===== src/rtl/wb_arbiter_if.sv =====
// Result-port bundle between the execution units and the writeback arbiter,
// plus the shared condition/exception flag type.
package wb_arbiter_pkg;
  typedef struct packed {
    logic ov;
    logic ov_valid;
    logic ca;
    logic ca_valid;
    logic cr0_valid;
  } cond_exception_t;
endpackage

interface wb_arbiter_if
  import wb_arbiter_pkg::*;
#(
  parameter int RS_ID_WIDTH = 5,
  parameter int NUM_UNITS   = 4
);
  logic [0:NUM_UNITS-1]                  unit_valid;
  logic [0:NUM_UNITS-1]                  unit_ready;
  logic [0:NUM_UNITS-1][0:RS_ID_WIDTH-1] unit_rs_id;
  logic [0:NUM_UNITS-1][0:4]             unit_reg_addr;
  logic [0:NUM_UNITS-1][0:31]            unit_result;
  cond_exception_t [0:NUM_UNITS-1]       unit_cr0_xer;
  logic                                  so_clear;
  logic                                  wb_valid;
  logic                                  wb_ready;
  logic [0:RS_ID_WIDTH-1]                wb_rs_id;
  logic [0:4]                            wb_reg_addr;
  logic [0:31]                           wb_result;
  logic [0:3]                            wb_cr0;
  logic                                  wb_cr0_valid;
  logic                                  wb_ov;
  logic                                  wb_ov_valid;
  logic                                  wb_ca;
  logic                                  wb_ca_valid;
  logic                                  wb_so;

  modport master (
    output unit_valid, unit_rs_id, unit_reg_addr,
    output unit_result, unit_cr0_xer, so_clear, wb_ready,
    input  unit_ready, wb_valid, wb_rs_id, wb_reg_addr,
    input  wb_result, wb_cr0, wb_cr0_valid, wb_ov,
    input  wb_ov_valid, wb_ca, wb_ca_valid, wb_so
  );

  modport slave (
    input  unit_valid, unit_rs_id, unit_reg_addr,
    input  unit_result, unit_cr0_xer, so_clear, wb_ready,
    output unit_ready, wb_valid, wb_rs_id, wb_reg_addr,
    output wb_result, wb_cr0, wb_cr0_valid, wb_ov,
    output wb_ov_valid, wb_ca, wb_ca_valid, wb_so
  );
endinterface


===== src/rtl/wb_arbiter.sv =====
// Round-robin writeback arbiter: picks one execution-unit result per free
// slot, registers it onto the writeback bus and tracks sticky XER[SO].
module wb_arbiter
  import wb_arbiter_pkg::*;
#(
  parameter int RS_ID_WIDTH = 5,
  parameter int NUM_UNITS   = 4
) (
  input logic       clk,
  input logic       rst,
  wb_arbiter_if.slave bus
);
  localparam int PW = (NUM_UNITS > 1) ? $clog2(NUM_UNITS) : 1;

  function automatic logic [PW-1:0] wrap(input int v);
    return PW'(v % NUM_UNITS);
  endfunction

  logic [PW-1:0]   rr_ptr;
  logic [PW-1:0]   cand;
  logic [PW-1:0]   gnt_idx;
  logic            found;
  logic            free;
  logic            grant;
  logic            so_ff;
  logic            so_nxt;
  logic [31:0]     res;
  cond_exception_t sel;

  assign free = !bus.wb_valid || bus.wb_ready;

  // Only valid/ptr/slot state feed the grant; data fields never do.
  always_comb begin
    cand    = '0;
    gnt_idx = '0;
    found   = 1'b0;
    for (int k = 0; k < NUM_UNITS; k++) begin
      cand = wrap(int'(rr_ptr) + k);
      if (!found && bus.unit_valid[cand]) begin
        found   = 1'b1;
        gnt_idx = cand;
      end
    end
  end

  assign grant = found && free && !rst;

  always_comb begin
    bus.unit_ready = '0;
    if (grant)
      bus.unit_ready[gnt_idx] = 1'b1;
  end

  assign res = bus.unit_result[gnt_idx];
  assign sel = bus.unit_cr0_xer[gnt_idx];

  // Set from an accepted overflow beats a same-cycle clear.
  assign so_nxt = (so_ff & ~bus.so_clear)
                | (grant & sel.ov_valid & sel.ov);

  assign bus.wb_so = so_ff;

  always_ff @(posedge clk) begin
    if (rst) begin
      rr_ptr           <= '0;
      so_ff            <= 1'b0;
      bus.wb_valid     <= 1'b0;
      bus.wb_rs_id     <= '0;
      bus.wb_reg_addr  <= '0;
      bus.wb_result    <= '0;
      bus.wb_cr0       <= '0;
      bus.wb_cr0_valid <= 1'b0;
      bus.wb_ov        <= 1'b0;
      bus.wb_ov_valid  <= 1'b0;
      bus.wb_ca        <= 1'b0;
      bus.wb_ca_valid  <= 1'b0;
    end else begin
      so_ff <= so_nxt;
      if (grant)
        rr_ptr <= wrap(int'(gnt_idx) + 1);
      if (free)
        bus.wb_valid <= grant;
      if (grant) begin
        bus.wb_rs_id     <= bus.unit_rs_id[gnt_idx];
        bus.wb_reg_addr  <= bus.unit_reg_addr[gnt_idx];
        bus.wb_result    <= res;
        bus.wb_cr0       <= {res[31],
                             ~res[31] & (|res),
                             ~(|res),
                             so_nxt};
        bus.wb_cr0_valid <= sel.cr0_valid;
        bus.wb_ov        <= sel.ov;
        bus.wb_ov_valid  <= sel.ov_valid;
        bus.wb_ca        <= sel.ca;
        bus.wb_ca_valid  <= sel.ca_valid;
      end
    end
  end
endmodule


===== src/flat_wrapper.sv =====
// flat-port wrapper written by rule: the top's interface ports become plain ports
module wb_arbiter_flat import wb_arbiter_pkg::*;
#(
  parameter int RS_ID_WIDTH = 5,
  parameter int NUM_UNITS   = 4
)
  (clk, rst, bus_unit_valid, bus_unit_rs_id, bus_unit_reg_addr, bus_unit_result, bus_unit_cr0_xer, bus_so_clear, bus_wb_ready, bus_unit_ready, bus_wb_valid, bus_wb_rs_id, bus_wb_reg_addr, bus_wb_result, bus_wb_cr0, bus_wb_cr0_valid, bus_wb_ov, bus_wb_ov_valid, bus_wb_ca, bus_wb_ca_valid, bus_wb_so);
  wb_arbiter_if #(.RS_ID_WIDTH(RS_ID_WIDTH), .NUM_UNITS(NUM_UNITS)) bus_i ();
  input logic clk;
  input logic rst;
  input wire logic [$bits(bus_i.unit_valid)-1:0] bus_unit_valid;
  input wire logic [$bits(bus_i.unit_rs_id)-1:0] bus_unit_rs_id;
  input wire logic [$bits(bus_i.unit_reg_addr)-1:0] bus_unit_reg_addr;
  input wire logic [$bits(bus_i.unit_result)-1:0] bus_unit_result;
  input wire logic [$bits(bus_i.unit_cr0_xer)-1:0] bus_unit_cr0_xer;
  input wire logic [$bits(bus_i.so_clear)-1:0] bus_so_clear;
  input wire logic [$bits(bus_i.wb_ready)-1:0] bus_wb_ready;
  output wire logic [$bits(bus_i.unit_ready)-1:0] bus_unit_ready;
  output wire logic [$bits(bus_i.wb_valid)-1:0] bus_wb_valid;
  output wire logic [$bits(bus_i.wb_rs_id)-1:0] bus_wb_rs_id;
  output wire logic [$bits(bus_i.wb_reg_addr)-1:0] bus_wb_reg_addr;
  output wire logic [$bits(bus_i.wb_result)-1:0] bus_wb_result;
  output wire logic [$bits(bus_i.wb_cr0)-1:0] bus_wb_cr0;
  output wire logic [$bits(bus_i.wb_cr0_valid)-1:0] bus_wb_cr0_valid;
  output wire logic [$bits(bus_i.wb_ov)-1:0] bus_wb_ov;
  output wire logic [$bits(bus_i.wb_ov_valid)-1:0] bus_wb_ov_valid;
  output wire logic [$bits(bus_i.wb_ca)-1:0] bus_wb_ca;
  output wire logic [$bits(bus_i.wb_ca_valid)-1:0] bus_wb_ca_valid;
  output wire logic [$bits(bus_i.wb_so)-1:0] bus_wb_so;
  assign bus_i.unit_valid = bus_unit_valid;
  assign bus_i.unit_rs_id = bus_unit_rs_id;
  assign bus_i.unit_reg_addr = bus_unit_reg_addr;
  assign bus_i.unit_result = bus_unit_result;
  assign bus_i.unit_cr0_xer = bus_unit_cr0_xer;
  assign bus_i.so_clear = bus_so_clear;
  assign bus_i.wb_ready = bus_wb_ready;
  assign bus_unit_ready = bus_i.unit_ready;
  assign bus_wb_valid = bus_i.wb_valid;
  assign bus_wb_rs_id = bus_i.wb_rs_id;
  assign bus_wb_reg_addr = bus_i.wb_reg_addr;
  assign bus_wb_result = bus_i.wb_result;
  assign bus_wb_cr0 = bus_i.wb_cr0;
  assign bus_wb_cr0_valid = bus_i.wb_cr0_valid;
  assign bus_wb_ov = bus_i.wb_ov;
  assign bus_wb_ov_valid = bus_i.wb_ov_valid;
  assign bus_wb_ca = bus_i.wb_ca;
  assign bus_wb_ca_valid = bus_i.wb_ca_valid;
  assign bus_wb_so = bus_i.wb_so;
  wb_arbiter #(.RS_ID_WIDTH(RS_ID_WIDTH), .NUM_UNITS(NUM_UNITS)) u_core (.clk(clk), .rst(rst), .bus(bus_i));
endmodule

===== config.mk =====
export PLATFORM = sky130hd
export DESIGN_NAME = wb_arbiter_flat
export DESIGN_NICKNAME = d
export VERILOG_FILES = /design/src/rtl/wb_arbiter_if.sv /design/src/rtl/wb_arbiter.sv /design/src/flat_wrapper.sv
export SDC_FILE = /design/constraint.sdc
export NUM_CORES = 1
export LEC_CHECK = 0
export ABC_AREA = 1
export CAP_MARGIN = 30
export CORE_MARGIN = 2
export CORE_UTILIZATION = 30
export DETAILED_ROUTE_END_ITERATION = 12
export GPL_TIMING_DRIVEN = 1
export PLACE_DENSITY = 0.69
export SLEW_MARGIN = 20
export SYNTH_ARGS = -nofsm -noshare
export SYNTH_HDL_FRONTEND = slang
export SYNTH_SLANG_ARGS = --single-unit

===== constraint.sdc =====
create_clock -name clk -period 2.4 [get_ports clk]
set_input_delay 0.48 -clock clk [delete_from_list [all_inputs] [get_ports clk]]
set_output_delay 0.48 -clock clk [all_outputs]
set_load 0.02 [all_outputs]

==> results of run 1 <==
## final cells by class
cell class,instances,area [sq um]
multi-input combinational,498,2630
inverter,35,149
clock inverter,2,13.8
fill,1250,5270
sequential,54,1080
clock buffer,6,129
timing repair buffer,317,3220
antenna,1,2.50
tap,172,215
## cell usage after synthesis, drive strengths merged
| master | instances | share of area (%) |
|---|---|---|
| buf | 34 | 5.5 |
| a21oi | 5 | 0.63 |
| o211ai | 17 | 3.5 |
| dfxtp | 54 | 27 |
| nand3 | 100 | 14 |
| nand4 | 44 | 7.0 |
| o22ai | 1 | 0.16 |
| nor2 | 49 | 4.8 |
| clkinv | 2 | 0.19 |
| ha | 4 | 1.3 |
| nand2 | 175 | 17 |
| o21ai | 73 | 9.2 |
| inv | 33 | 3.1 |
| or2 | 14 | 2.2 |
| a31oi | 16 | 2.5 |
| clkbuf | 20 | 1.9 |
## what timing repair did
action / 4_1_cts / 5_1_grt
cloned: 0 / 4
resized for setup: 70 / 51
pin swaps: 15 / 11
setup endpoints to repair: 32 / 35
hold buffers: 0 / 0
buffers inserted: 6 / 6
## registers in the layout, indices dropped and copies added (netlist names)
signal / flops
u_core.bus.wb_valid: 1
u_core.bus.wb_result: 31
u_core.bus.wb_ca: 1
u_core.bus.wb_reg_addr: 5
u_core.bus.wb_ov_valid: 1
u_core.bus.wb_rs_id: 5
u_core.bus.wb_so: 1
u_core.rr_ptr: 2
u_core.bus.wb_cr0_valid: 1
u_core.bus.wb_ca_valid: 1
u_core.bus.wb_cr0: 4
u_core.bus.wb_ov: 1
## kinds of logic (layout without fill, tap and decap cells)
kind of cell    count (synthesis)  after routing
other cells                     0              1
flops                          54             54
simple gates                  382            382
fa+ha+maj                       4              4
buf+inv                        89            360
compound gates                112            112
## power by group through the flow
| stage | clock network [mW] | logic, mW | registers [mW] |
|---|---|---|---|
| finish | 0.730 | 9.64 | 1.46 |
| global route | 0.778 | 10.6 | 1.50 |
| CTS | 0.740 | 8.52 | 1.46 |
| detailed placement | 0 | 8.07 | 1.47 |
| global placement | 0 | 8.03 | 1.46 |
| floorplan | 0 | 4.81 | 1.85 |
## per-layer routing
layer  share of wire, %  global-route usage, %  routed length, microns  vias up
li1                   -                      -                       -     2733
met1                 41                   28.5                    7140     2440
met2                 50                   41.0                    8640      231
met3                7.1                   4.31                    1230       18
met4                1.8                   4.61                     308        0
met5                  0                      0                       0        -
## placed cells by master, fill, tap and decap left out, types with 5 or more instances in the layout
| cell type | netlist | layout |
|---|---|---|
| buf_12 | 0 | 7 |
| clkbuf_16 | 0 | 9 |
| o21ai_1 | 5 | 11 |
| o21ai_0 | 68 | 62 |
| nand4_1 | 44 | 44 |
| nand2_2 | 5 | 16 |
| clkdlybuf4s50_1 | 0 | 244 |
| inv_1 | 29 | 21 |
| inv_2 | 4 | 9 |
| nor2_1 | 48 | 42 |
| nand3_2 | 2 | 7 |
| nand3_1 | 96 | 89 |
| buf_6 | 7 | 17 |
| dfxtp_1 | 54 | 53 |
| nand2_1 | 169 | 155 |
| buf_4 | 5 | 40 |
| o211ai_1 | 15 | 15 |
| nor2_4 | 1 | 5 |
| or2_2 | 13 | 13 |
| a31oi_1 | 16 | 16 |
## through the flow
step                hold WS [ns]  setup TNS [ns]
global route               0.505           -1.79
CTS                        0.472          -0.808
global placement           0.457          -18.25
detailed placement         0.463          -21.65
finish                     0.473          -0.895
floorplan                  0.507               0
## worst max-delay path, delay by kind of cell (launching register included)
family / cells / cell delay (ns)
simple gates: 9 / 0.70
fa+ha+maj: 1 / 0.17
flops: 1 / 0.38
buf+inv: 6 / 0.61
## worst max-delay path by stage
stage | startpoint | end | slack (ns) | cells past startpoint
after floorplan | bus_unit_valid[0] | bus_unit_ready[1] | 0.006 | 12
after global placement | bus_unit_valid[2] | bus_unit_ready[1] | -0.74 | 14
after detailed placement | bus_unit_valid[0] | bus_unit_ready[1] | -0.82 | 14
after CTS | u_core.rr_ptr[0] | bus_unit_ready[1] | -0.14 | 15
after global routing | u_core.rr_ptr[0] | bus_unit_ready[1] | -0.31 | 14
final | u_core.rr_ptr[0] | bus_unit_ready[2] | -0.21 | 16
==> results.yml, run 1 <==
clock_tree:
  cts_tree: "done"
  cts.sinks: 54
  cts_buffer_depth: 2
  htree_levels: 2
  cts-buffers-inserted: 5
  clk_latency_ns: 0.29
  clkTransAtPathRegs_ns: 0.07
  cts-root-buf: "clkbuf_16"
final_layout:
  fin_area_sq_um: 7450
  area_growth_pct: 88.4
  post-route-util_pct: 58.6
  finalNonFillerCells: 1085
  layout-drive-gt1-share_pct: 16.3
  nets: 1111
global_route:
  grt_pass1_vias: 4894
  antenna_found_initial: 1
  globalRouteOverflowTotal: 0
  grt_pass1_wl_microns: 26300
  track_usage_pct: 22.9
  grt_max_degree: 52
placement:
  io_buffers: 252
  dp_slack_ns: -0.822
  dpl.hpwl_microns: 12700
  placed_area_sq_um: 6810
  place_congestion: 0.867
  dp.cells: 1060
route:
  viasPerCell: 5.00
  drt_iter0_drc: 276
  drt_first_pass_iters: 5
  ant_nets: 0
  routed_wl_microns: 17300
  post_drt_wl_per_cell_microns: 16.0
  route.detailed.drc: 0
  vias: 5422
yosys:
  mappedNetlistArea_sq_um: 3960
  syn_nets: 841
  ys_ff_latch: 54
  yosys.area_share.simple_pct: 44.7
  synth_top_family_by_area: "simple AND/OR/NAND/NOR gates"
  avgSynthCellArea_sq_um: 6.17
  ys_types: 28
  synth_fa_ha_area_share_pct: 1.27
  synthMuxAreaShare_pct: 0
  ys_warn_count: 0
  synth_xor_area_share_pct: 0
  ys_seq_area_share_pct: 27.3
  synth_cells: 641
  synth-compound-area-share_pct: 16.0
worst_setup_path:
  r2r_start: "u_core.rr_ptr[0]"
  worstPathMaxFanout: 5
  worstPathCellList: "buf_6 > buf_6 > nand2_1 > nand2_2 > nand2_1 > nand2_1 > nand2_2 > nand2_2 > nand2_4 > nand3_4 > buf_12 > inv_6 > ha_2 > inv_2 > nor2_4 > buf_6"
  endpoint_kind: "output port"
  reg2reg_slack_ns: -0.12
  required_ns: 1.92
  rr_worst_depth: 21
  cp.arrival_ns: 2.13
  critPathKind: "reg2out"
  cp-start-kind: "flip-flop"
  slowest_delay_ns: 0.38
  cpMaxStageDelayCell: "dfxtp_4"
  r2r_end: "u_core.bus.wb_cr0[1]"
min_path:
  hold_start: "u_core.bus.wb_ov_valid"
  min_to: "u_core.bus.wb_ov_valid"
  min_path_type: "reg2reg"
  min_path_cells: 2
die:
  die_y_microns: 119
  die_w_microns: 119
  core-area_sq_um: 12700
  io_pins: 253
  dieArea_sq_um: 14100
  num_rows: 41
  start_util_pct: 31.1
sta:
  hold_violations: 0
  max_freq_mhz: 383
  finalCritPeriodShare_pct: 109
  worst_pin_slew_ns: 0.546
  setup_viol: 7
  fin_ws_ns: -0.214
  rsz0062_at_grt: "yes"
  maxSlewHeadroom_pct: 63.6
  post-route-min-period_ns: 2.61
  slew_violations: 0
  finClkSkew_ns: 0.00427
power_and_ir_drop:
  irDropWorstVdd_mv: 0.756
  p_seq_share_pct: 12.4
  power.switching_mw: 5.88
  power_density_nw_per_um2: 1590
  clkPwrFrac_pct: 6.2
  p_int_mw: 5.95
  swShare_pct: 49.7
  combPwrFrac_pct: 81.5
  total_power_mw: 11.8
  leakage_nw: 3.11
run_status:
  status: "finished with violations"
  violations: "negative setup slack"
job:
  maxCapViolCount: 0
Note: power is estimated with default switching activity, not from simulation.
==> run 2: changes to the inputs <==
--- a/config.mk
+++ b/config.mk
@@ -7,11 +7,14 @@
 export LEC_CHECK = 0
 export ABC_AREA = 1
 export CAP_MARGIN = 30
+export CELL_PAD_IN_SITES_DETAIL_PLACEMENT = 0
+export CELL_PAD_IN_SITES_GLOBAL_PLACEMENT = 1
 export CORE_MARGIN = 2
-export CORE_UTILIZATION = 30
+export CORE_UTILIZATION = 21
+export CTS_CLUSTER_SIZE = 10
 export DETAILED_ROUTE_END_ITERATION = 12
 export GPL_TIMING_DRIVEN = 1
-export PLACE_DENSITY = 0.69
+export PLACE_DENSITY = 0.75
 export SLEW_MARGIN = 20
 export SYNTH_ARGS = -nofsm -noshare
 export SYNTH_HDL_FRONTEND = slang
==> run 2 against run 1 <==
The run still ends with negative setup slack left. Clock power rose by 21%. Setup slack improved by 0.024 ns. Critical path depth fell by 2. Die area rose by 41%. Hold slack got worse by 0.0079 ns. Cell area rose by 5.5%. Cell count rose by 6.9%. Sequential share of layout area fell by 0.75 points. Combinational power rose by 11%. Register-to-register slack improved by 0.03 ns. Sequential power barely moved. Global-route usage fell by 5.1 points. Critical endpoint is now bus_unit_ready[0]. Largest cell class unchanged. Largest power group unchanged. Highest routed layer unchanged.
==> results.yml, run 2 (same netlist as run 1, synthesis figures left out) <==
run_status:
  status: "finished with violations"
  violations: "negative setup slack"
final_layout:
  n_antenna_cell: 0
  layout-drive-gt1-share_pct: 23.1
  post-route-util_pct: 42.3
  nets: 1125
  final_cell_mix: "244 x clkdlybuf4s50_1, 127 x nand2_1, 74 x nand3_1, 59 x o21ai_0, 55 x buf_4"
  largest-register: "u_core.bus.wb_result"
  fin_area_sq_um: 7860
  nFillCells: 1939
  area_growth_pct: 98.8
  largest_register_ffs: 31
  layout_commonest_cell: "clkdlybuf4s50_1"
  reg_top3: "u_core.bus.wb_result: 31 flops, u_core.bus.wb_reg_addr: 5 flops, u_core.bus.wb_rs_id: 5 flops"
sta:
  fin_ws_ns: -0.190
  max_freq_mhz: 386
  finClkSkew_ns: 0.00645
  setup_viol: 9
  slew_violations: 0
  post-route-min-period_ns: 2.59
  maxSlewHeadroom_pct: 61.1
  finalCritPeriodShare_pct: 108
  hold_violations: 0
  finalSetupTns_ns: -1.04
  worst_pin_slew_ns: 0.584
  rsz0062_at_grt: "yes"
worst_setup_path:
  cp.arrival_ns: 2.11
  endpoint_kind: "output port"
  worstPathMaxFanout: 5
  slowest_delay_ns: 0.27
  cp_num_buf_inv: 5
  required_ns: 1.92
  reg2reg_slack_ns: -0.09
  critPathKind: "in2out"
  rr_worst_depth: 22
  cpLargestDelayFamily: "simple AND/OR/NAND/NOR gates"
  cp-start-kind: "input port"
  worstPathCellList: "dlygate4sd2_1 > inv_1 > nand2_1 > nand3_2 > nand2_4 > nor2_4 > nand3_2 > nand3_2 > nand2_4 > inv_8 > ha_4 > inv_2 > nor2_4 > buf_6"
  crit_top_cell: "nand3_2"
  cpMaxStageDelayCell: "dlygate4sd2_1"
  cp_num_cells: 14
route:
  post_drt_wl_per_cell_microns: 16.3
  vias: 5424
  viasPerCell: 4.68
  route.detailed.drc: 0
  drt_first_pass_iters: 6
  drt_iter0_drc: 210
  ant_nets: 0
  routed_wl_microns: 18900
power_and_ir_drop:
  total_power_mw: 13.1
  irDropWorstVdd_mv: 1.01
  power_density_nw_per_um2: 1660
  leakage_nw: 3.22
placement:
  place_congestion: 0.848
  dpl.hpwl_microns: 13600
  dp_slack_ns: -0.824
  placed_area_sq_um: 6920
  io_buffers: 252
clock_tree:
  cts-root-buf: "clkbuf_16"
  cts_buffer_depth: 2
  clkTransAtPathRegs_ns: 0.08
  htree_levels: 2
  cts_tree: "done"
  clk_latency_ns: 0.30
  cts-buffers-inserted: 5
  cts.sinks: 54
  hold_buffers: 0
global_route:
  globalRouteOverflowTotal: 0
  track_usage_pct: 17.8
  grt_max_degree: 68
  grt_pass1_wl_microns: 28000
  grt_pass1_vias: 5206
  antenna_found_initial: 0
min_path:
  min_path_type: "reg2reg"
  min_path_cells: 2
die:
  core-area_sq_um: 18600
  io_pins: 253
  dieArea_sq_um: 20000
  die_w_microns: 141
  die_y_microns: 141
  num_rows: 50
  start_util_pct: 21.3
job:
  maxCapViolCount: 0
run 2: changes by cell type in the layout (fill, tap and decap cells not counted), moves of 3 or more:
| cell | change |
|---|---|
| buf_12 | -3 |
| nand3_2 | +11 |
| o21ai_0 | -3 |
| nand2_4 | +4 |
| nand2_2 | +24 |
| nor2_1 | -5 |
| buf_16 | +3 |
| nand2_1 | -28 |
| clkbuf_16 | -3 |
| nand3_1 | -15 |
| nor2_2 | +5 |
| nand3_4 | +4 |
| buf_4 | +15 |
run 2: routing by layer:
metal | vias up | track usage [%] | share of wire [%]
met5 | - | 0 | 0
met4 | 0 | 4.16 | 1.4
met3 | 13 | 4.86 | 7.9
met2 | 211 | 30.8 | 48
met1 | 2443 | 22.0 | 42
li1 | 2757 | - | -
run 2: worst register-to-register path, stage by stage (launching register included):
cell,delay [ns]
dfxtp_4,0.37
buf_6,0.13
buf_6,0.11
nand2_2,0.05
nand2_2,0.05
nand2_2,0.07
nand2_2,0.07
nor2_4,0.17
nand3_2,0.10
nand3_2,0.10
nand2_4,0.10
inv_8,0.10
buf_12,0.14
buf_12,0.15
nand3_2,0.08
nand2_2,0.08
nand2_1,0.07
nor2_2,0.10
nand2_2,0.10
nor2_2,0.10
nand3_2,0.08
nand2_1,0.06
inv_1,0.03
run 2: worst paths after layout:
path	to	from
setup / recovery	bus_unit_ready[0]	bus_unit_valid[3]
hold / removal	u_core.bus.wb_ov_valid	u_core.bus.wb_ov_valid
setup reg to reg	u_core.bus.wb_cr0[1]	u_core.rr_ptr[0]
hold reg to reg	u_core.bus.wb_ov_valid	u_core.bus.wb_ov_valid
run 2: metrics by stage:
stage	std cells	hold slack (ns)
floorplan	641	0.507
global placement	1126	0.448
detailed placement	1126	0.454
CTS	1150	0.466
global route	1160	0.500
finish	1160	0.465
run 2: layout make-up:
class / instances / area (sq um) / area share, %
inverters: 35 / 148 / 1.88
clock buffers: 6 / 139 / 1.77
clock inverters: 2 / 38.8 / 0.493
well taps: 234 / 293 / 3.72
repair buffers: 331 / 3310 / 42.1
multi-input cells: 498 / 2850 / 36.2
flip-flops and latches: 54 / 1090 / 13.8
run 2: timing repair:
action | 4_1_cts | 5_1_grt
cloned | 2 | 1
endpoints found under the setup margin | 57 | 54
pin swaps | 29 | 51
buffers inserted | 14 | 9
resized for setup | 90 | 90
run 2: power breakdown:
part | internal, mW | switching (mW)
sequential | 1.27 | 0.198
combinational | 4.80 | 5.93
clock | 0.526 | 0.357
==> run 3: changes to the inputs <==
--- a/config.mk
+++ b/config.mk
@@ -13,8 +13,9 @@
 export CORE_UTILIZATION = 21
 export CTS_CLUSTER_SIZE = 10
 export DETAILED_ROUTE_END_ITERATION = 12
+export GPL_ROUTABILITY_DRIVEN = 0
 export GPL_TIMING_DRIVEN = 1
-export PLACE_DENSITY = 0.75
+export PLACE_DENSITY = 0.74
 export SLEW_MARGIN = 20
 export SYNTH_ARGS = -nofsm -noshare
 export SYNTH_HDL_FRONTEND = slang
==> run 3 against run 2 <==
The flow still finishes with violations (negative setup slack). Flip-flop and latch count is the same. Total power shrank 1.7%. Non-clock buffer count is the same. Largest cell class unchanged.
==> results.yml, run 3 (same netlist as run 1, synthesis figures left out) <==
run_status:
  status: "finished with violations"
  violations: "negative setup slack"
sta:
  finClkSkew_ns: 0.00894
  post-route-min-period_ns: 2.59
  rsz0062_at_grt: "yes"
  worst_pin_slew_ns: 0.606
  fin_ws_ns: -0.187
  maxSlewHeadroom_pct: 59.6
  setup_viol: 7
  finalCritPeriodShare_pct: 108
  fin_hold_ws_ns: 0.474
  slew_violations: 0
  max_freq_mhz: 386
  hold_violations: 0
die:
  die_w_microns: 141
  start_util_pct: 21.3
  num_rows: 50
  core-area_sq_um: 18600
  dieArea_sq_um: 20000
  die_y_microns: 141
  io_pins: 253
power_and_ir_drop:
  leakage_nw: 3.24
  irDropWorstVdd_mv: 0.775
  p_int_mw: 6.45
  swShare_pct: 49.8
  p_seq_share_pct: 11.4
  clkPwrFrac_pct: 6.9
  total_power_mw: 12.8
  power.switching_mw: 6.40
  combPwrFrac_pct: 81.7
  power_density_nw_per_um2: 1640
clock_tree:
  clk_latency_ns: 0.31
  htree_levels: 2
  cts.sinks: 54
  clkTransAtPathRegs_ns: 0.08
  cts-root-buf: "clkbuf_16"
  hold_buffers: 0
  cts-buffers-inserted: 5
  cts_tree: "done"
  cts_buffer_depth: 2
route:
  drt_first_pass_iters: 4
  post_drt_wl_per_cell_microns: 16.7
  ant_nets: 0
  route.detailed.drc: 0
  vias: 5466
  routed_wl_microns: 19400
  drt_iter0_drc: 198
  viasPerCell: 4.71
final_layout:
  layout-drive-gt1-share_pct: 21.2
  layout_commonest_cell: "clkdlybuf4s50_1"
  n_antenna_cell: 0
  nets: 1125
  reg_top3: "u_core.bus.wb_result: 31 flops, u_core.bus.wb_reg_addr: 5 flops, u_core.bus.wb_rs_id: 5 flops"
  largest_register_ffs: 31
  final_cell_mix: "244 x clkdlybuf4s50_1, 137 x nand2_1, 80 x nand3_1, 55 x o21ai_0, 53 x dfxtp_1"
  largest-register: "u_core.bus.wb_result"
  area_growth_pct: 98.4
global_route:
  globalRouteOverflowTotal: 0
  grt_max_degree: 52
  antenna_found_initial: 0
  grt_pass1_vias: 5084
  grt_pass1_wl_microns: 28000
  track_usage_pct: 17.8
worst_setup_path:
  rr_worst_depth: 20
  endpoint_kind: "output port"
  required_ns: 1.92
  reg2reg_slack_ns: -0.11
  crit_path_end: "bus_unit_ready[2]"
  setup.worst_path.start: "u_core.rr_ptr[0]"
  cp-start-kind: "flip-flop"
  worstPathMaxFanout: 5
  critPathKind: "reg2out"
  r2r_end: "u_core.bus.wb_cr0[1]"
  r2r_start: "u_core.rr_ptr[0]"
  cp.arrival_ns: 2.11
placement:
  io_buffers: 252
  dpl.hpwl_microns: 14000
min_path:
  min_path_type: "reg2reg"
job:
  maxCapViolCount: 0
[run 3: cell types whose count changed in the layout (fill, tap and decap cells not counted), moves of 6 or more]
cell	change
nand2_1	+10
nand2_4	-6
buf_4	-9
nand3_1	+6
buf_12	+6
[run 3: cell type report]
cell class | instances | area (sq um)
Multi-Input combinational cell | 498 | 2730
Fill cell | 1959 | 10700
Inverter | 35 | 151
Timing Repair Buffer | 331 | 3420
Clock buffer | 5 | 125
Sequential cell | 54 | 1080
Clock inverter | 3 | 48.8
Tap cell | 234 | 293
[run 3: worst min-delay path by stage]
stage                                       start                       to  slack, ns  depth (start not counted)
after floorplan                  u_core.rr_ptr[1]         u_core.rr_ptr[1]       0.51                          2
after global placement     u_core.bus.wb_ov_valid   u_core.bus.wb_ov_valid       0.45                          2
after detailed placement   u_core.bus.wb_ov_valid   u_core.bus.wb_ov_valid       0.47                          2
after CTS                  u_core.bus.wb_ov_valid   u_core.bus.wb_ov_valid       0.48                          2
after global routing       u_core.bus.wb_ov_valid   u_core.bus.wb_ov_valid       0.50                          2
final                     u_core.bus.wb_result[8]  u_core.bus.wb_result[8]       0.47                          2
[run 3: stage by stage]
step,util (%),worst slack (ns),area (sq um),setup TNS (ns),std cells
final,42.2,-0.187,7850,-0.879,1160
after global routing,42.2,-0.295,7850,-5.37,1160
after CTS,39.8,-0.172,7400,-1.91,1144
after global placement,37.3,-0.789,6930,-28.06,1129
after floorplan,-,0.00557,3990,0,641
after detailed placement,37.3,-0.804,6930,-28.93,1129
[run 3: power groups by stage]
stage,combinational [mW],sequential (mW),clock (mW)
3_5_place_dp,8.53,1.48,0
2_1_floorplan,4.81,1.85,0
4_1_cts,9.39,1.47,0.918
3_3_place_gp,8.52,1.47,0
6_report,10.5,1.46,0.887
5_1_grt,11.5,1.51,0.956
[run 3: metal layers]
layer | vias up | wire, microns | track usage, %
met2 | 232 | 9310 | 30.5
li1 | 2756 | - | -
met3 | 17 | 1660 | 5.23
met4 | 0 | 308 | 3.47
met5 | - | 0 | 0
met1 | 2461 | 8130 | 22.2
[run 3: what timing repair did]
item / CTS / global route
gates cloned: 0 / 6
gates resized for setup: 105 / 68
setup buffers: 11 / 10
hold endpoints to repair: 0 / 0
pin swaps: 32 / 26
endpoints found under the setup margin: 54 / 55
[run 3: worst max-delay path, cell delays in order (launching register included)]
cell     delay [ns]
dfxtp_4        0.37
buf_6          0.13
buf_6          0.11
nand2_2        0.05
nand2_2        0.06
nand2_2        0.06
nand2_2        0.07
nor2_4         0.16
nand2_1        0.09
nand3_2        0.10
nand2_4        0.09
buf_6          0.13
ha_4           0.15
inv_2          0.06
nor2_4         0.03
buf_6          0.13
